**src/rtl/core_redirect_ctrl.sv**
```systemverilog
// core_redirect_ctrl: sequences front-end control-flow changes.
// A taken branch triggers a fixed-length flush, then a redirect offered to
// fetch under a ready handshake. Fetch responses to requests issued before
// the redirect was accepted are flagged as stale so fetch can drop them.
module core_redirect_ctrl #(
  parameter int PTR_W           = 31,
  parameter int FLUSH_CYCLES    = 2,
  parameter int MAX_OUTSTANDING = 4
) (
  input  logic             clk,
  input  logic             rst,
  input  logic             branch_in,
  input  logic [PTR_W-1:0] target_in,
  input  logic             fetch_ready,
  input  logic             fetch_req,
  input  logic             fetch_rsp,
  output logic             fetch_redirect,
  output logic [PTR_W-1:0] fetch_target,
  output logic             flush,
  output logic             issue_hold,
  output logic             rsp_discard
);

  localparam int CNT_W = $clog2(MAX_OUTSTANDING + 1);
  localparam int FC_W  = (FLUSH_CYCLES > 1) ? $clog2(FLUSH_CYCLES) : 1;

  typedef enum logic [1:0] {
    IDLE     = 2'd0,
    FLUSH    = 2'd1,
    REDIRECT = 2'd2
  } state_t;

  state_t           state;
  state_t           next_state;
  logic [FC_W-1:0]  flush_cnt;
  logic [CNT_W-1:0] outstanding;
  logic [CNT_W-1:0] stale;
  logic             accept;
  logic             capture;
  logic             cnt_inc;
  logic             cnt_dec;

  assign accept  = (state == REDIRECT) && fetch_ready;
  assign capture = (state == IDLE) && branch_in;
  // Saturate rather than wrap if fetch breaks the outstanding-request protocol.
  assign cnt_inc = fetch_req && !fetch_rsp && (outstanding != CNT_W'(MAX_OUTSTANDING));
  assign cnt_dec = fetch_rsp && !fetch_req && (outstanding != '0);

  // State register; reset lands in REDIRECT so fetch starts at the reset vector.
  always_ff @(posedge clk) begin
    if (rst) state <= REDIRECT;
    else     state <= next_state;
  end

  // Next-state logic: branches outside IDLE are wrong-path and ignored.
  always_comb begin
    next_state = state;
    case (state)
      IDLE:     if (branch_in) next_state = FLUSH;
      FLUSH:    if (flush_cnt == '0) next_state = REDIRECT;
      REDIRECT: if (fetch_ready) next_state = IDLE;
      default:  next_state = IDLE;
    endcase
  end

  // Output decode; any response while not IDLE belongs to the wrong path.
  always_comb begin
    flush          = (state == FLUSH) || (state == REDIRECT);
    issue_hold     = (state != IDLE);
    fetch_redirect = (state == REDIRECT);
    rsp_discard    = fetch_rsp && ((state != IDLE) || (stale != '0));
  end

  // Redirect target is captured only on an accepted branch or cleared by reset.
  always_ff @(posedge clk) begin
    if (rst)          fetch_target <= '0;
    else if (capture) fetch_target <= target_in;
  end

  // Flush length counter, loaded so FLUSH lasts exactly FLUSH_CYCLES cycles.
  always_ff @(posedge clk) begin
    if (rst)                                    flush_cnt <= '0;
    else if (capture)                           flush_cnt <= FC_W'(FLUSH_CYCLES - 1);
    else if (state == FLUSH && flush_cnt != '0) flush_cnt <= flush_cnt - FC_W'(1);
  end

  // Requests in flight at fetch.
  always_ff @(posedge clk) begin
    if (rst)          outstanding <= '0;
    else if (cnt_inc) outstanding <= outstanding + CNT_W'(1);
    else if (cnt_dec) outstanding <= outstanding - CNT_W'(1);
  end

  // Stale responses still to drop; a request in the accept cycle is post-redirect.
  always_ff @(posedge clk) begin
    if (rst) begin
      stale <= '0;
    end else if (accept) begin
      if (fetch_rsp && outstanding != '0) stale <= outstanding - CNT_W'(1);
      else                                stale <= outstanding;
    end else if (state == IDLE && fetch_rsp && stale != '0) begin
      stale <= stale - CNT_W'(1);
    end
  end

endmodule

```
**config.mk**
```make
export PLATFORM = sky130hd
export DESIGN_NAME = core_redirect_ctrl
export DESIGN_NICKNAME = d
export VERILOG_FILES = /design/src/rtl/core_redirect_ctrl.sv
export SDC_FILE = /design/constraint.sdc
export NUM_CORES = 1
export LEC_CHECK = 0
export ABC_AREA = 1
export ABC_CLOCK_PERIOD_IN_PS = 2900
export CAP_MARGIN = 0
export CORE_ASPECT_RATIO = 0.9
export CORE_UTILIZATION = 46
export CTS_CLUSTER_SIZE = 28
export DETAILED_ROUTE_END_ITERATION = 10
export GPL_TIMING_DRIVEN = 0
export PLACE_DENSITY = 0.9
export SYNTH_ARGS = -nofsm -noshare
export SYNTH_HDL_FRONTEND = slang
export SYNTH_SLANG_ARGS = --single-unit
```
**constraint.sdc**
```tcl
create_clock -name clk -period 2.9 [get_ports clk]
set_input_delay 0.58 -clock clk [delete_from_list [all_inputs] [get_ports clk]]
set_output_delay 0.58 -clock clk [all_outputs]
set_load 0.01 [all_outputs]
```
---- After elaboration in Yosys (flattened, before gate mapping) ----
Index checks and enable logic that the tools add are counted.
cells by class
  add/subtract/negate cells ............... 4
  equality and inequality tests ........... 6
  muxes and demuxes ....................... 11
  reduce and logical (&&, ||, !) cells .... 23
operators by type and width
  operator             count
  $mux 3               5
  $logic_and 1x1->1    11
  $reduce_bool 2->1    4
  $mux 2               3
  $ne 2x2->1 const B   3
  $pmux 2 s3           1
  $reduce_bool 3->1    2
  $sub 3x1->3 const B  2
  $add 3x1->3 const B  1
  $ne 3x3->1 const B   1
  $reduce_and 3->1     1
  $eq 2x1->1 const B   1
  $eq 2x2->1 const B   1
  $logic_not 1->1      2
  $logic_not 2->1      1
  $logic_or 1x1->1     2
  $mux 1               2
  $sub 1x1->1 const B  1
word-level totals
  bits in registers ....................... 40
  input port bits ......................... 37
  output and inout port bits .............. 35
  word-level logic and storage cells ...... 49

---- Logic depth before layout (Yosys ltp) ----
  word-level depth ........................ 5
  depth in mapped cells ................... 9
  depth with buffers taken out ............ 9

---- Worst setup path before layout ----
OpenSTA, ideal clock, no wires.
  path kind ............................... register to output
  from .................................... register state[0]
  to ...................................... output port rsp_discard
  data arrival time ....................... 0.938 ns
  data required time ...................... 2.320 ns
  setup slack ............................. 1.382 ns
  cell stages (with the launch flop) ...... 4
  buffers on the path ..................... 0
  path through ............................ dfxtp_1 inv_1 ha_1 a31oi_1
on the way
  longest elaborated chain between the ends .. 3
ends and longest elaborated chain
  element                   line  text
  start: declaration        33    state_t state;
  start signal: assignment  52    else state <= next_state;
  $reduce_bool 2->1         71    rsp_discard = fetch_rsp && ((state != IDLE) || (stale != '0));
  $logic_or 1x1->1          71
  $logic_and 1x1->1         71
  end: declaration          21    output logic rsp_discard
Every way passes these cells.

---- Final worst setup path ----
  from .................................... input port fetch_rsp
  to ...................................... output port rsp_discard
on the way
  longest elaborated chain between the ends .. 1
ends and longest elaborated chain
  element             line  text
  start: declaration  16    input logic fetch_rsp,
  $logic_and 1x1->1   71
Every way passes these cells.

==> impl_metrics.yaml <==
logic_synthesis:
  synth_fa_ha_area_frac: 0.0696
  post_synth_xor_area_fraction: 0
  share_of_synthesized_area_occupied_by_flip_flops_and_latches: 0.445
  post_synth_instance_area_mm2: 0.00180
  synth-warning-count: 0
  synth_cells: 245
  syn-num-nets: 292
  synth.avg_cell_area_um2: 7.34
  yosys_register_bits: 40
  proportion_of_synthesized_area_in_mux_cells: 0
  synth_top_family_by_area: "simple AND/OR/NAND/NOR gates"
  post_synth_simple_gate_area: 0.283
  synth_compound_gate_area_share: 0.121
  synthDistinctLibCells: 23
finish:
  layout.cells.most_common_list: "nor2_1 (71), clkdlybuf4s50_1 (71), dfxtp_1 (40)"
  syn2layout_area_growth_pct: 47.0
  final_area_mm2: 0.00264
  num_antenna_cells: 0
  layout.nets: 370
  nFillCells: 333
  drive_gt1_frac: 0.0774
routing:
  drc_violations: 0
  detail_route.vias_per_cell: 4.87
  routed-via-count: 1796
  drt-wirelength-per-cell_um: 11.9
  route.antenna.remaining_nets: 0
  detail_route.wirelength_um: 4410
  drt_pass1_iterations: 4
  drt-initial-drc-count: 79
timing:
  finalHoldViolCount: 0
  final-max-slew-violation-count: 0
  finalClockSkew_ns: 0.00279
  relSlewSlack: 0.841
  period_needed_ns: 2.56
  final-setup-viol-count: 0
  final.setup.tns_ns: 0
  rsz0062_at_grt: "no"
  worstMarginPinSlew_ns: 0.239
  max_clock_freq_ghz: 0.390
  layout_worst_path_cycle_share: 0.883
die:
  fp.dieH_um: 61.3
  floorplan.die.width_um: 67.9
  pin_count: 72
  start_util: 0.482
  fp.dieArea_mm2: 0.00416
  core.rowCount: 21
  core_region_area_mm2: 0.00373
cts:
  cts_sinks: 40
  post_cts_resize_count: 0
  clk_pin_slew_worst_paths_ns: 0.07
  htreeDepth: 2
  max-clock-path-buffers: 2
  worst_skew_pair.late_latency_ns: 0.28
  cts_tree: "built"
  hold_buffers: 0
  cts-buffers-inserted: 5
  post-cts-setup-buffers: 0
  cts.root.buffer_cell: "clkbuf_8"
worst_setup_path:
  arrival_ns: 1.98
  reg2reg_setup_slack_ns: 1.43
  setup.worst_path.class: "in -> out"
  crit_end_element: "primary output"
  ff2ff_path_depth: 6
  rr_endpoint: "fetch_target[26]"
  reg2reg_launch_point: "state[1]"
  worst-endpoint-required_ns: 2.32
  worstSetupStartpointType: "input port"
  top_fanout_value_on_the_critical_path: 5
global_routing:
  overflow: 0
  antenna_found_initial: 0
  grt_max_degree: 12
  first_global_vias: 1536
  gr-usage-all-layers: 0.215
  wire_length_of_the_first_global_routing_pass_um: 6640
place:
  routability_driven_placement_congestion_ratio: 0.837
  detailed_place.area_mm2: 0.00257
  hpwlAfterDp_um: 3310
  io_buffers: 71
job:
  maxCapViolations: 0
pwr:
  peakVddDrop_mv: 0.412
  power.static_leakage_nw: 1.12
  cellPowerDensity_mw_per_mm2: 571
worst_hold_path:
  holdCritPathClass: "reg -> reg"
  worstHoldPathCells: 2
  min_from: "flush_cnt"
  worstHoldEndpoint: "flush_cnt"
run_status:
  outcome: "finished clean"
-- metal layers --
layer | vias to the layer above | wire, um | GRT usage
li1 | 933 | - | -
met1 | 802 | 1850 | 0.247
met2 | 57 | 2210 | 0.386
met3 | 4 | 301 | 0.0537
met4 | 0 | 42 | 0.0833
met5 | - | 0 | 0
-- worst max-delay path, cell delays in order --
cell and delay (ns):
clkdlybuf4s50_1 0.57, inv_2 0.10, a31oi_1 0.17, clkdlybuf4s50_1 0.56
-- metrics by stage --
step	worst slack (ns)	hold WS [ns]	total power [mW]	util	std cells
2_1_floorplan	1.38	0.433	0.947	-	245
3_3_place_gp	0.334	0.451	1.16	0.688	362
3_5_place_dp	0.333	0.455	1.18	0.688	362
4_1_cts	0.330	0.467	1.52	0.709	369
5_1_grt	0.304	0.491	1.61	0.709	369
6_report	0.338	0.466	1.51	0.709	369
-- cell families after synthesis --
kind of cell / after synthesis
and+or+nand+nor: 122
AOI/OAI and AO/OA: 42
DFF: 40
buffers and inverters: 31
adders and majority gates: 10
-- area by class of cell --
cell class | count | area (um2) | share of cell area
Buffer | 9 | 63.8 | 0.0241
Sequential cell | 40 | 801 | 0.303
Timing Repair Buffer | 71 | 711 | 0.269
Clock buffer | 6 | 72.6 | 0.0274
Tap cell | 46 | 57.6 | 0.0218
Multi-Input combinational cell | 174 | 851 | 0.322
Clock inverter | 1 | 5.00 | 0.00189
Inverter | 22 | 82.6 | 0.0312
-- sequential cells by signal (all words and copies together) (netlist names) --
signal,flops
fetch_target,31
flush_cnt,1
outstanding,3
stale,3
state,2
-- worst max path at each step --
stage	startpoint	endpoint	cells after the start
after floorplan	state[0]	rsp_discard	3
after global placement	fetch_rsp	rsp_discard	4
after detailed placement	fetch_rsp	rsp_discard	4
after CTS	fetch_rsp	rsp_discard	4
after global routing	fetch_rsp	rsp_discard	4
final	fetch_rsp	rsp_discard	4
-- cells in the mapped netlist (all sizes together) --
cell type	number	area, um2
o21bai	1	7.51
a31oi	1	6.26
nand4	2	12.5
buf	6	48.8
or2	1	6.26
clkbuf	3	15.0
nor2	72	273
ha	10	125
nand3b	2	15.0
o21ai	34	170
inv	22	82.6
nand3	12	65.1
a21oi	6	33.8
nand2	33	136
dfxtp	40	801
-- report_power, final --
group	switching, mW	internal [mW]	total [mW]
Sequential	0.0405	0.619	0.660
Combinational	0.250	0.259	0.509
Clock	0.177	0.163	0.341
No activity file was read; power rests on OpenSTA's default activity.
